===== src/rtl/defines.sv =====
// rtl/defines.sv - project-wide word length
`ifndef WORD_LEN
`define WORD_LEN 32
`endif


===== src/rtl/pipe_pkg.sv =====
// rtl/pipe_pkg.sv - shared pipeline stage types (state enum, payload struct)
`ifndef WORD_LEN
`define WORD_LEN 32
`endif

package pipe_pkg;

   localparam int WORD_W = `WORD_LEN;

   typedef enum logic [1:0] {
      EMPTY = 2'd0,
      ONE   = 2'd1,
      FULL  = 2'd2
   } pipe_stage_state_t;

   typedef struct packed {
      logic [WORD_W-1:0] pc;
      logic [WORD_W-1:0] instr;
   } pipe_payload_t;

endpackage


===== src/rtl/pipe_sat_counter.sv =====
// rtl/pipe_sat_counter.sv - saturating up-counter, cleared only by reset
module pipe_sat_counter #(
   parameter int CNT_W = 16
) (
   input  logic             clk,
   input  logic             rst,
   input  logic             en,
   output logic [CNT_W-1:0] count
);

   always_ff @(posedge clk or negedge rst) begin
      if (!rst) begin
         count <= '0;
      end else if (en && (count != {CNT_W{1'b1}})) begin
         count <= count + 1'b1;
      end
   end

endmodule


===== src/rtl/pipe_stage_reg.sv =====
// rtl/pipe_stage_reg.sv - skid-buffered pipeline stage with flush/freeze
// Optional bubble statistics when PIPE_STAGE_STATS_EN is defined.
`ifndef WORD_LEN
`define WORD_LEN 32
`endif

module pipe_stage_reg
   import pipe_pkg::*;
#(
   parameter int DATA_W = `WORD_LEN,
   parameter int CNT_W  = 16
) (
   input  logic              clk,
   input  logic              rst,
   input  logic              flush,
   input  logic              freeze,
   input  logic              in_valid,
   output logic              in_ready,
   input  logic [DATA_W-1:0] in_pc,
   input  logic [DATA_W-1:0] in_instr,
   output logic              out_valid,
   input  logic              out_ready,
   output logic [DATA_W-1:0] out_pc,
   output logic [DATA_W-1:0] out_instr
`ifdef PIPE_STAGE_STATS_EN
   ,
   output logic [CNT_W-1:0]  stat_bubbles
`endif
);

   pipe_stage_state_t state_q, state_d;
   logic              rdy_q;
   logic [DATA_W-1:0] main_pc_q, main_pc_d, main_instr_q, main_instr_d;
   logic [DATA_W-1:0] skid_pc_q, skid_pc_d, skid_instr_q, skid_instr_d;
   logic              accept, drain;

   assign in_ready  = rdy_q & ~freeze;
   assign out_valid = (state_q != EMPTY) & ~freeze;
   assign out_pc    = main_pc_q;
   assign out_instr = main_instr_q;
   assign accept    = in_valid & in_ready & ~freeze;
   assign drain     = out_valid & out_ready & ~freeze;

   always_ff @(posedge clk or negedge rst) begin
      if (!rst) begin
         state_q      <= EMPTY;
         rdy_q        <= 1'b1;
         main_pc_q    <= '0;
         main_instr_q <= '0;
         skid_pc_q    <= '0;
         skid_instr_q <= '0;
      end else begin
         state_q      <= state_d;
         rdy_q        <= (state_d != FULL);
         main_pc_q    <= main_pc_d;
         main_instr_q <= main_instr_d;
         skid_pc_q    <= skid_pc_d;
         skid_instr_q <= skid_instr_d;
      end
   end

   // Freeze dominates flush: nothing moves while the hazard unit stalls us.
   always_comb begin
      state_d      = state_q;
      main_pc_d    = main_pc_q;
      main_instr_d = main_instr_q;
      skid_pc_d    = skid_pc_q;
      skid_instr_d = skid_instr_q;
      if (!freeze) begin
         if (flush) begin
            state_d      = EMPTY;
            main_pc_d    = '0;
            main_instr_d = '0;
            skid_pc_d    = '0;
            skid_instr_d = '0;
         end else begin
            case (state_q)
               EMPTY: begin
                  if (accept) begin
                     state_d      = ONE;
                     main_pc_d    = in_pc;
                     main_instr_d = in_instr;
                  end
               end
               ONE: begin
                  if (accept && !drain) begin
                     state_d      = FULL;
                     skid_pc_d    = in_pc;
                     skid_instr_d = in_instr;
                  end else if (accept && drain) begin
                     main_pc_d    = in_pc;
                     main_instr_d = in_instr;
                  end else if (drain) begin
                     state_d      = EMPTY;
                     main_pc_d    = '0;
                     main_instr_d = '0;
                  end
               end
               FULL: begin
                  if (drain) begin
                     state_d      = ONE;
                     main_pc_d    = skid_pc_q;
                     main_instr_d = skid_instr_q;
                     skid_pc_d    = '0;
                     skid_instr_d = '0;
                  end
               end
               default: state_d = EMPTY;
            endcase
         end
      end
   end

`ifdef PIPE_STAGE_STATS_EN
   pipe_sat_counter #(
      .CNT_W (CNT_W)
   ) u_bubbles (
      .clk   (clk),
      .rst   (rst),
      .en    (~freeze & ~out_valid),
      .count (stat_bubbles)
   );
`endif

endmodule


===== config.mk =====
export PLATFORM = sky130hd
export DESIGN_NAME = pipe_stage_reg
export DESIGN_NICKNAME = d
export VERILOG_FILES = /design/src/rtl/defines.sv /design/src/rtl/pipe_pkg.sv /design/src/rtl/pipe_sat_counter.sv /design/src/rtl/pipe_stage_reg.sv
export SDC_FILE = /design/constraint.sdc
export NUM_CORES = 1
export LEC_CHECK = 0
export ABC_CLOCK_PERIOD_IN_PS = 2500
export BUFFER_PORTS_ARGS = -buffer_cell sky130_fd_sc_hd__buf_2
export CAP_MARGIN = 20
export CORE_ASPECT_RATIO = 0.75
export CORE_MARGIN = 1
export CORE_UTILIZATION = 54
export DETAILED_ROUTE_END_ITERATION = 6
export MAX_ROUTING_LAYER = met4
export PLACE_DENSITY = 0.88
export RECOVER_POWER = 25
export SYNTH_ARGS = -nofsm -noshare
export SYNTH_HDL_FRONTEND = slang
export SYNTH_SLANG_ARGS = --single-unit

===== constraint.sdc =====
create_clock -name clk -period 2.5 [get_ports clk]
set_input_delay 0.125 -clock clk [delete_from_list [all_inputs] [get_ports clk]]
set_output_delay 0.125 -clock clk [all_outputs]
set_load 0.05 [all_outputs]

==> metrics.txt, run 1 <==
Hold Path Depth 3; RePlAce Congestion 0.844; core area 10,900 µm²; Net Sw Power 1890 µW; WL/cell roughly 18 µm; CTS tree built; critical path arrival 2.63 ns; Clock power frac 0.421; Min-Delay Path Class input pin to register; Root Driver clkbuf_16; CTS Buf Count 17; met3 usage 0.0587; via count approximately 5,000; H-tree levels 4; post-CTS setup buffer count 0; Die Height approximately 94 µm; antenna-violating nets left 0; Slew headroom -0.0762; initial antenna violation count 0; Seq cells post-synth 131; crit path max fanout 39; minimum clock period 2.31 ns; IO Pins 136; sequential element share of the synthesized area 0.542; Synth-to-Final Area Change 33.0%; PD cells 811 nW/µm²; Yosys cell types 39; grt ovf 0; worst endpoint required time about 2.8 ns; Final Skew 0.00937 ns; DIE AREA 11,600 µm²; Post-CTS Resized 0; Vias/cell 5.74; endpoints failing setup 0; largest net degree at the start of global routing 66; worst IR drop on VDD around 0.63 mV; Reg clk slew, reported paths approximately 0.06 ns; Total Wirelength 15.4 mm; placed cell area 6840 µm²; GRT Util Overall 0.286; design area around 8000 µm²; TritonRoute pass-1 iters 4; area leader, netlist dfrtp_1; register area 3280 µm²; crit end category register; met2 track utilization from global routing 0.453; count of pins over their slew limit 65; FMAX 433 MHz; Worst-Skew Late Latency 0.41 ns; number of global-route vias before repair 5,150; DRC 0; average size of a mapped cell 11.3 µm²; Switching Share 0.291; post-route setup TNS 0 ns; Layout fillers 757; met1 usage 0.371; worst-margin pin slew 1.61 ns; max_cap viols 1; FF-to-FF path depth 7; startpoint types register; die width between 100 and 150 µm; initial DRC count 364; post-synth top area share 0.538; Yosys Warn Count 0; Multi-input gate area 2260 µm²; Pint 4630 µW; syn_nets 610; Synth Instances 536; Final Hold Viols 0; placed wire-length estimate 9.26 mm; layout cell share with drive strength beyond 1 0.232; Port-buffer cells 135; Seq pwr share 0.387; status finished with violations; period utilization 0.925; first-pass GRT wire length 25.6 mm; RSZ-0062 raised after global routing no; synth top area cells dfrtp_1 54%, mux2i_1 11%, o2bb2ai_1 9.3%, a22oi_1 7.9%, inv_1 4.2%; Antenna Cells 0; # rows 33; Longest Clk Path Bufs 2; starting density of the core 0.555; Cell Area, Synth 6050 µm²; leak pwr a little under 0.004 µW; GRT Max-Usage Layer met2; clock sink count 131; CP Class register to register; final core occ 0.738; hold_buf cts 57; failing checks capacitance limit, slew limit; combinational share of power 0.192; NumNets Final 793
## per-layer routing
| metal | vias up | part of all wire |
|---|---|---|
| met4 | 0 | 0.012 |
| li1 | 2257 | - |
| met5 | - | 0 |
| met2 | 185 | 0.49 |
| met3 | 19 | 0.052 |
| met1 | 2540 | 0.45 |
## Yosys cell counts (all sizes together)
library cell / n
nand2b: 1
nor2b: 3
inv: 67
mux2: 1
a22oi: 64
o21bai: 1
and2b: 1
a21oi: 3
o2bb2ai: 64
and4b: 1
nor2: 5
nor3: 1
dfstp: 1
and2: 1
a21o: 1
o221ai: 1
a31oi: 1
a22o: 1
or3: 2
o32a: 1
buf: 27
nand2: 67
dfrtp: 130
mux2i: 64
a2bb2oi: 1
o211ai: 1
nand4b: 1
clkbuf: 14
o311ai: 1
o21ai: 3
ha: 4
xnor2: 1
nand3b: 1
## cell families after synthesis
group,count (synthesis),share of synthesized area
AOI/OAI and AO/OA,143,0.190
DFF,131,0.542
buffers and inverters,108,0.0916
and+or+nand+nor,84,0.0588
muxes,65,0.108
adders and majority gates,4,0.00828
xor gates and xnor gates,1,0.00145
## final cells by class
| class | instances | area share |
|---|---|---|
| clock buffer | 19 | 0.0563 |
| timing repair buffer | 205 | 0.177 |
| clock inverter | 13 | 0.0257 |
| inverter | 67 | 0.0313 |
| tap | 140 | 0.0218 |
| sequential | 131 | 0.408 |
| multi-input combinational | 297 | 0.281 |
## path summary, 6_finish.rpt
kind	start	endpoint	slack, ns
worst max-delay path	state_q[0]	skid_instr_q[25]	0.19
worst min-delay path	in_instr[4]	skid_instr_q[4]	0.02
worst max register to register	state_q[0]	skid_instr_q[25]	0.19
worst min register to register	out_instr[0]	out_instr[0]	0.49
max in group asynchronous	rst	skid_instr_q[6]	0.82
min in group asynchronous	rst	out_pc[26]	0.66
## power by group through the flow
stage	Combinational (µW)	Sequential, µW	Clock (µW)
2_1_floorplan	534	2820	0
3_3_place_gp	1130	2530	0
3_5_place_dp	1180	2540	0
4_1_cts	1260	2520	2780
5_1_grt	1350	2550	2880
6_report	1250	2520	2750
## worst max-delay path: stages (launching register included)
cell,delay [ns]
dfrtp_1,0.45
inv_1,0.14
ha_1,0.30
nor2b_2,0.11
or3_1,0.40
a21oi_4,0.23
buf_12,0.28
mux2i_1,0.25
## state kept, by name, indices dropped and copies added (netlist names)
signal,cells
out_pc,32
skid_pc_q,32
state_q,2
out_instr,32
rdy_q,1
skid_instr_q,32
## placed cells by master (no fill, tap or decap), types with 2 or more instances in the layout
master and count:
a21oi_1 2, a22oi_1 64, buf_12 8, buf_2 115, buf_4 5, bufinv_16 5, clkbuf_1 19, clkbuf_16 17
clkbuf_8 2, clkinv_2 3, clkinv_4 3, clkinvlp_4 2, dfrtp_1 130, dlygate4sd3_1 57, ha_1 4, inv_1 67
mux2i_1 64, nand2_1 66, nor2_1 4, nor2b_1 2, o2bb2ai_1 64, or3_1 2
## stage by stage
stage | power [µW] | worst slack, ns | hold slack (ns) | cells
final | 6520 | 0.188 | 0.0156 | 872
after global routing | 6770 | 0.0596 | 0.0127 | 872
after CTS | 6560 | 0.212 | 0.00147 | 872
after detailed placement | 3720 | 0.211 | 0.279 | 783
after global placement | 3660 | 0.385 | 0.258 | 783
after floorplan | 3350 | 0.552 | -0.171 | 536
Note: power is estimated with default switching activity, not from simulation.
==> run 2, diff against run 1 <==
- ABC_AREA: unset -> 1
- CORE_UTILIZATION: 54 -> 56
- PLACE_DENSITY: 0.88 -> 0.89
==> run 2 against run 1 <==
Effect of this change:
- the run now ends clean
- utilization down 3.5 points
- first-iteration DRC count up 63%
- register-to-register slack better by 0.16 ns
==> metrics.txt, run 2 <==
status finished clean; DP Cell Count 1,080 (+38%); core area 11,700 µm² (+7.7%); mux contribution to synthesized area 0 (-0.108); most frequent cells in the layout 336 x nand2_1, 134 x buf_2, 130 x dfrtp_1; register area 3280 µm² (unchanged); Reg clk slew, reported paths 0.05 ns (about the same); critical path arrival 2.49 ns (-0.14 ns); area leader, netlist dfrtp_1; Post-CTS Resized 0 (unchanged); endpoints failing setup 0 (unchanged); RSZ-0062 raised after global routing no; syn_nets 892 (+46%); Seq pwr share 0.378 (-0.009); Root Driver clkbuf_16; Layout fillers 922 (+22%); number of global-route vias before repair 5,591 (+8.6%); PD cells 845 nW/µm² (+4.2%); startpoint types register; starting density of the core 0.582 (+0.0268); Yosys cell types 28 (-28%); Total Wirelength 16.5 mm (+6.8%); design area 8250 µm² (+2.6%); largest family of logic cells by synthesized area simple AND/OR/NAND/NOR gates; die width 130 µm (+4.3%); top cells by count, synth 336 x nand2_1, 130 x dfrtp_1, 81 x o21ai_2; # rows 34 (+3.0%); Final Hold Viols 0 (unchanged); clock sink count 131 (unchanged); Worst-Skew Late Latency 0.41 ns (about the same); FMAX 465 MHz (+7.5%); ys flop type dfrtp_1; DIE AREA 12,600 µm² (+8.7%); largest net degree at the start of global routing 65 (-1.5%); Cell Area, Synth 6830 µm² (+13%); Synth Instances 818 (+53%); post-CTS setup buffer count 0 (unchanged); layout cell share with drive strength beyond 1 0.288 (+0.0557); minimum clock period 2.15 ns (-0.160 ns); Async S/R FF share, synth 1.00 (unchanged); average size of a mapped cell 8.35 µm² (-26%); CP Class register to register; period utilization 0.861 (-0.0641); first-pass GRT wire length 27.0 mm (+5.5%); synth top area cells dfrtp_1 48%, nand2_1 18%, o21ai_2 10%, nand3_1 5.1%, buf_6 4.8%; post-route setup TNS 0 ns (unchanged); Port-buffer cells 135 (unchanged); worst-margin pin slew 1.18 ns (-0.431 ns); Vias/cell 5.23 (-8.7%); initial DRC count 592 (+63%); max_cap viols 0 (-1); Longest Clk Path Bufs 2 (unchanged); IO Pins 136 (unchanged); Die Height 97.6 µm (+4.2%); Layout Cells excl Fill 1,131 (+30%); Switching Share 0.348 (+0.0569); Seq cells post-synth 131 (unchanged); Antenna Cells 0 (unchanged); H-tree levels 4 (unchanged); Pint 4550 µW (-1.6%); antenna-violating nets left 0 (unchanged); worst IR drop on VDD 0.615 mV (-1.9%); Post-synth EDFFs 0 (unchanged); Slew headroom 0.211 (+0.288); DRC 0 (unchanged); Multi-input gate area 2800 µm² (+24%); RePlAce Congestion 0.852 (+0.95%); Final Skew 0.00672 ns (-0.00266 ns); GRT Util Overall 0.285 (-0.00174); simple-gate share of the synthesized area 0.256 (+0.197); Clock power frac 0.353 (-0.068); grt ovf 0 (unchanged); crit end category register; setup ws final 0.349 ns (+0.160 ns); TritonRoute pass-1 iters 5 (+1); pre-CTS WS 0.367 ns (+0.156 ns); Yosys Warn Count 0 (unchanged); via count 5,920 (+18%); post-synth top area share 0.476 (-0.0615); Synth Area in Adders 0.00733 (-0.000946); Net Sw Power 2420 µW (+28%); count of pins over their slew limit 0 (-100%); CTS tree built; crit path max fanout 42 (+7.7%); combinational share of power 0.269 (+0.077); xor and xnor fraction of the mapped netlist area 0 (-0.00145); count leader, synth nand2_1; hold_buf cts 22 (-61%); NumNets Final 1,033 (+30%); initial antenna violation count 0 (unchanged); Min-Delay Path Class input pin to register; Synth Area in Compound Gates 0.145 (-0.0448); WL/cell 14.6 µm (-18%); placed cell area 7480 µm² (+9.4%); CTS Buf Count 17 (unchanged); sequential element share of the synthesized area 0.480 (-0.0620); Final Power 6980 µW (+7.0%); worst endpoint required time 2.84 ns (+0.02 ns); Synth-to-Final Area Change 20.9%; placed wire-length estimate 9.89 mm (+6.8%); leak pwr 0.00446 µW (+13%); commonest non-fill, non-tap cell in the layout nand2_1
-- run 2: cell types whose count changed in the layout (fill, tap and decap cells not counted), sizes merged, moves of 3 or more --
cell         delta
dlygate4sd3    -35
inv            +11
nand3          +72
o2bb2ai        -64
clkbuf         -14
mux2i          -64
nand2         +275
clkinv          -3
buf            +23
nor2b           -3
a22oi          -64
o21ai         +127
-- run 2: cell type report --
cell class / count / area share
Sequential cell: 131 / 0.397
Tap cell: 162 / 0.0246
Timing Repair Buffer: 175 / 0.134
Clock buffer: 23 / 0.0567
Multi-Input combinational cell: 556 / 0.339
Inverter: 78 / 0.0355
Clock inverter: 6 / 0.0127
-- run 2: cell families after synthesis --
group | after synthesis
adder cells (fa/ha/maj) | 4
buffers and inverters | 131
AND/OR/NAND/NOR | 419
flip-flops | 131
AO/OA/AOI/OAI | 133
-- run 2: worst paths after layout --
path | from | cells after the start | end | slack, ns
setup / recovery | state_q[0] | 10 | skid_instr_q[6] | 0.35
hold / removal | in_instr[5] | 3 | skid_instr_q[5] | 0.01
setup reg to reg | state_q[0] | 10 | skid_instr_q[6] | 0.35
hold reg to reg | out_pc[14] | 2 | out_pc[14] | 0.47
max in group asynchronous | rst | 3 | skid_pc_q[27] | 0.57
min in group asynchronous | rst | 2 | out_pc[7] | 0.49
-- run 2: worst max-delay path: stages, from the launching register on --
cell and delay, ns:
dfrtp_1 0.43, inv_1 0.11, ha_1 0.29, nor2_4 0.15
nand2_4 0.10, nand3_2 0.10, o211ai_2 0.14, nand2_8 0.32
buf_12 0.25, nand2_1 0.11, o21ai_2 0.06
-- run 2: power by group through the flow --
stage	clock network (µW)	logic [µW]	registers [µW]
floorplan	0	768	3290
global placement	0	1810	2650
detailed placement	0	1850	2650
CTS	2490	1890	2630
global route	2600	2020	2680
finish	2460	1880	2640
-- run 2: layer usage --
layer  track usage  vias to the layer above  routed length (µm)
li1              -                     2843                   -
met1         0.374                     2792                7390
met2         0.436                      256                7680
met3        0.0650                       29                1170
met4        0.0957                        0                 248
met5             -                        -                   0
-- run 2: metrics by stage --
| stage | hold WS [ns] | util |
|---|---|---|
| 2_1_floorplan | -0.171 | - |
| 3_3_place_gp | 0.0823 | 0.637 |
| 3_5_place_dp | 0.0858 | 0.637 |
| 4_1_cts | 0.000361 | 0.705 |
| 5_1_grt | 0.00396 | 0.703 |
| 6_report | 0.0122 | 0.703 |
==> run 3, diff against run 2 <==
- CTS_BUF_LIST: unset -> sky130_fd_sc_hd__clkbuf_4 sky130_fd_sc_hd__clkbuf_8 sky130_fd_sc_hd__clkbuf_16
==> run 3 against run 2 <==
Effect of this change:
- power grew 0.65%
- sequential cell count is the same
- register-to-register slack is essentially flat
- final area grew 0.30%
- routed wire length shrank 0.12%
- maximum frequency grew 0.48%
- worst hold slack lost 0.0018 ns
- setup slack gained 0.010 ns
- critical path depth is the same
- sequential share of layout area shrank 0.12 points
- via count shrank 0.64%
- sequential power is essentially flat
- largest cell class unchanged
- highest routed layer unchanged
==> metrics.txt, run 3 (synthesis results as in run 2) <==
Port-buffer cells 135 (unchanged); grt ovf 0 (unchanged); Post-CTS Resized 0 (unchanged); antenna-violating nets left 0 (unchanged); initial antenna violation count 0 (unchanged); commonest non-fill, non-tap cell in the layout nand2_1; first-pass GRT wire length 27.0 mm (+0.18%); Die Height 97.6 µm (unchanged); Final Power 7020 µW (+0.65%); DRC 0 (unchanged); Vias/cell 5.20 (-0.73%); RePlAce Congestion 0.852 (unchanged); H-tree levels 4 (unchanged); Slew headroom 0.216 (+0.00503); Final Hold Viols 0 (unchanged); via count 5,882 (-0.64%); status finished clean; Synth-to-Final Area Change 21.2%; most frequent cells in the layout 336 x nand2_1, 134 x buf_2, 130 x dfrtp_1; core area 11,700 µm² (unchanged); WL/cell 14.5 µm (-0.20%); Layout fillers 918 (-0.43%); PD cells 848 nW/µm² (+0.35%); max_cap viols 0 (unchanged); crit end category register; endpoints failing setup 0 (unchanged); CP Class register to register; Min-Delay Path Class input pin to register; NumNets Final 1,034 (+0.097%); CP top delay family compound AO/OA/AOI/OAI gates; CP max stage cell dfrtp_1; CP Cell Sequence inv_1, ha_1, nor2_4, nand2_4, nor2_4, a21boi_4, buf_12, o21ai_0, nand2_1, nand2_1; minimum clock period 2.14 ns (-0.0104 ns); hold_buf cts 23 (+4.5%); FMAX 467 MHz (+0.48%); setup ws final 0.359 ns (+0.0104 ns); Antenna Cells 0 (unchanged); worst IR drop on VDD 0.578 mV (-6.0%); Final Skew 0.00587 ns (-0.000844 ns); Longest Clk Path Bufs 2 (unchanged); Worst path max stage delay 0.43 ns (about the same); post-CTS setup buffer count 0 (unchanged); placed wire-length estimate 9.89 mm (unchanged); worst-margin pin slew 1.18 ns (-0.00755 ns); period utilization 0.856 (-0.00415); worst endpoint required time 2.80 ns (-0.04 ns); RSZ-0062 raised after global routing no; post-route setup TNS 0 ns (unchanged); starting density of the core 0.582 (unchanged); Reg clk slew, reported paths 0.05 ns (about the same); clock sink count 131 (unchanged); Worst-Skew Late Latency 0.41 ns (about the same); critical path arrival 2.44 ns (-0.05 ns); layout cell share with drive strength beyond 1 0.292 (+0.00383); die width 130 µm (unchanged); largest net degree at the start of global routing 65 (unchanged); Worst Path Buf+Inv 2 (unchanged); CTS Buf Count 17 (unchanged); Total Wirelength 16.5 mm (-0.12%); count of pins over their slew limit 0 (unchanged); pre-CTS WS 0.367 ns (unchanged); GRT Util Overall 0.285 (about the same); TritonRoute pass-1 iters 5 (unchanged); CTS tree built; Root Driver clkbuf_16; leak pwr 0.00448 µW (+0.40%); crit path max fanout 37 (-12%); DIE AREA 12,600 µm² (unchanged); # rows 34 (unchanged); initial DRC count 599 (+1.2%); IO Pins 136 (unchanged); number of global-route vias before repair 5,580 (-0.20%); startpoint types register
[run 3: final timing paths]
kind                       startpoint            to  slack [ns]  cells after the start
max in group asynchronous         rst    out_pc[29]        0.58                      3
hold reg to reg            out_pc[14]    out_pc[14]        0.47                      2
setup reg to reg           state_q[0]    out_pc[19]        0.36                     10
hold / removal               in_pc[5]  skid_pc_q[5]        0.01                      3
setup / recovery           state_q[0]    out_pc[19]        0.36                     10
min in group asynchronous         rst     out_pc[9]        0.49                      2
[run 3: stage by stage]
| stage | util | std cells | instance area, µm² | hold WS (ns) |
|---|---|---|---|---|
| after floorplan | - | 818 | 6830 | -0.171 |
| after global placement | 0.637 | 1080 | 7480 | 0.0823 |
| after detailed placement | 0.637 | 1080 | 7480 | 0.0858 |
| after CTS | 0.707 | 1132 | 8300 | 0.000615 |
| after global routing | 0.705 | 1132 | 8280 | 0.00356 |
| final | 0.705 | 1132 | 8280 | 0.0104 |
[run 3: worst min-delay path, stage by stage]
cell     delay (ns)
buf_2          0.11
nand3_1        0.09
o21ai_2        0.06
[run 3: metal layers]
layer | global-route usage | wire (µm) | vias to the layer above
met2 | 0.437 | 7850 | 233
met4 | 0.0930 | 211 | 0
met3 | 0.0644 | 1120 | 22
met5 | - | 0 | -
met1 | 0.375 | 7270 | 2785
li1 | - | - | 2842
[run 3: where the power goes]
group | switching, µW | leakage [µW] | total, µW | internal (µW)
Sequential | 194 | 0.00172 | 2640 | 2450
Clock | 863 | 0.000296 | 2510 | 1640
Combinational | 1370 | 0.00246 | 1870 | 506
Total | 2430 | 0.00448 | 7020 | 4600
[run 3: final cells by class]
| cell class | count | area (µm²) | area share |
|---|---|---|---|
| Clock inverter | 6 | 105 | 0.0127 |
| Clock buffer | 23 | 483 | 0.0583 |
| Tap cell | 162 | 203 | 0.0245 |
| Inverter | 78 | 293 | 0.0354 |
| Multi-Input combinational cell | 556 | 2800 | 0.338 |
| Sequential cell | 131 | 3280 | 0.396 |
| Timing Repair Buffer | 176 | 1120 | 0.135 |
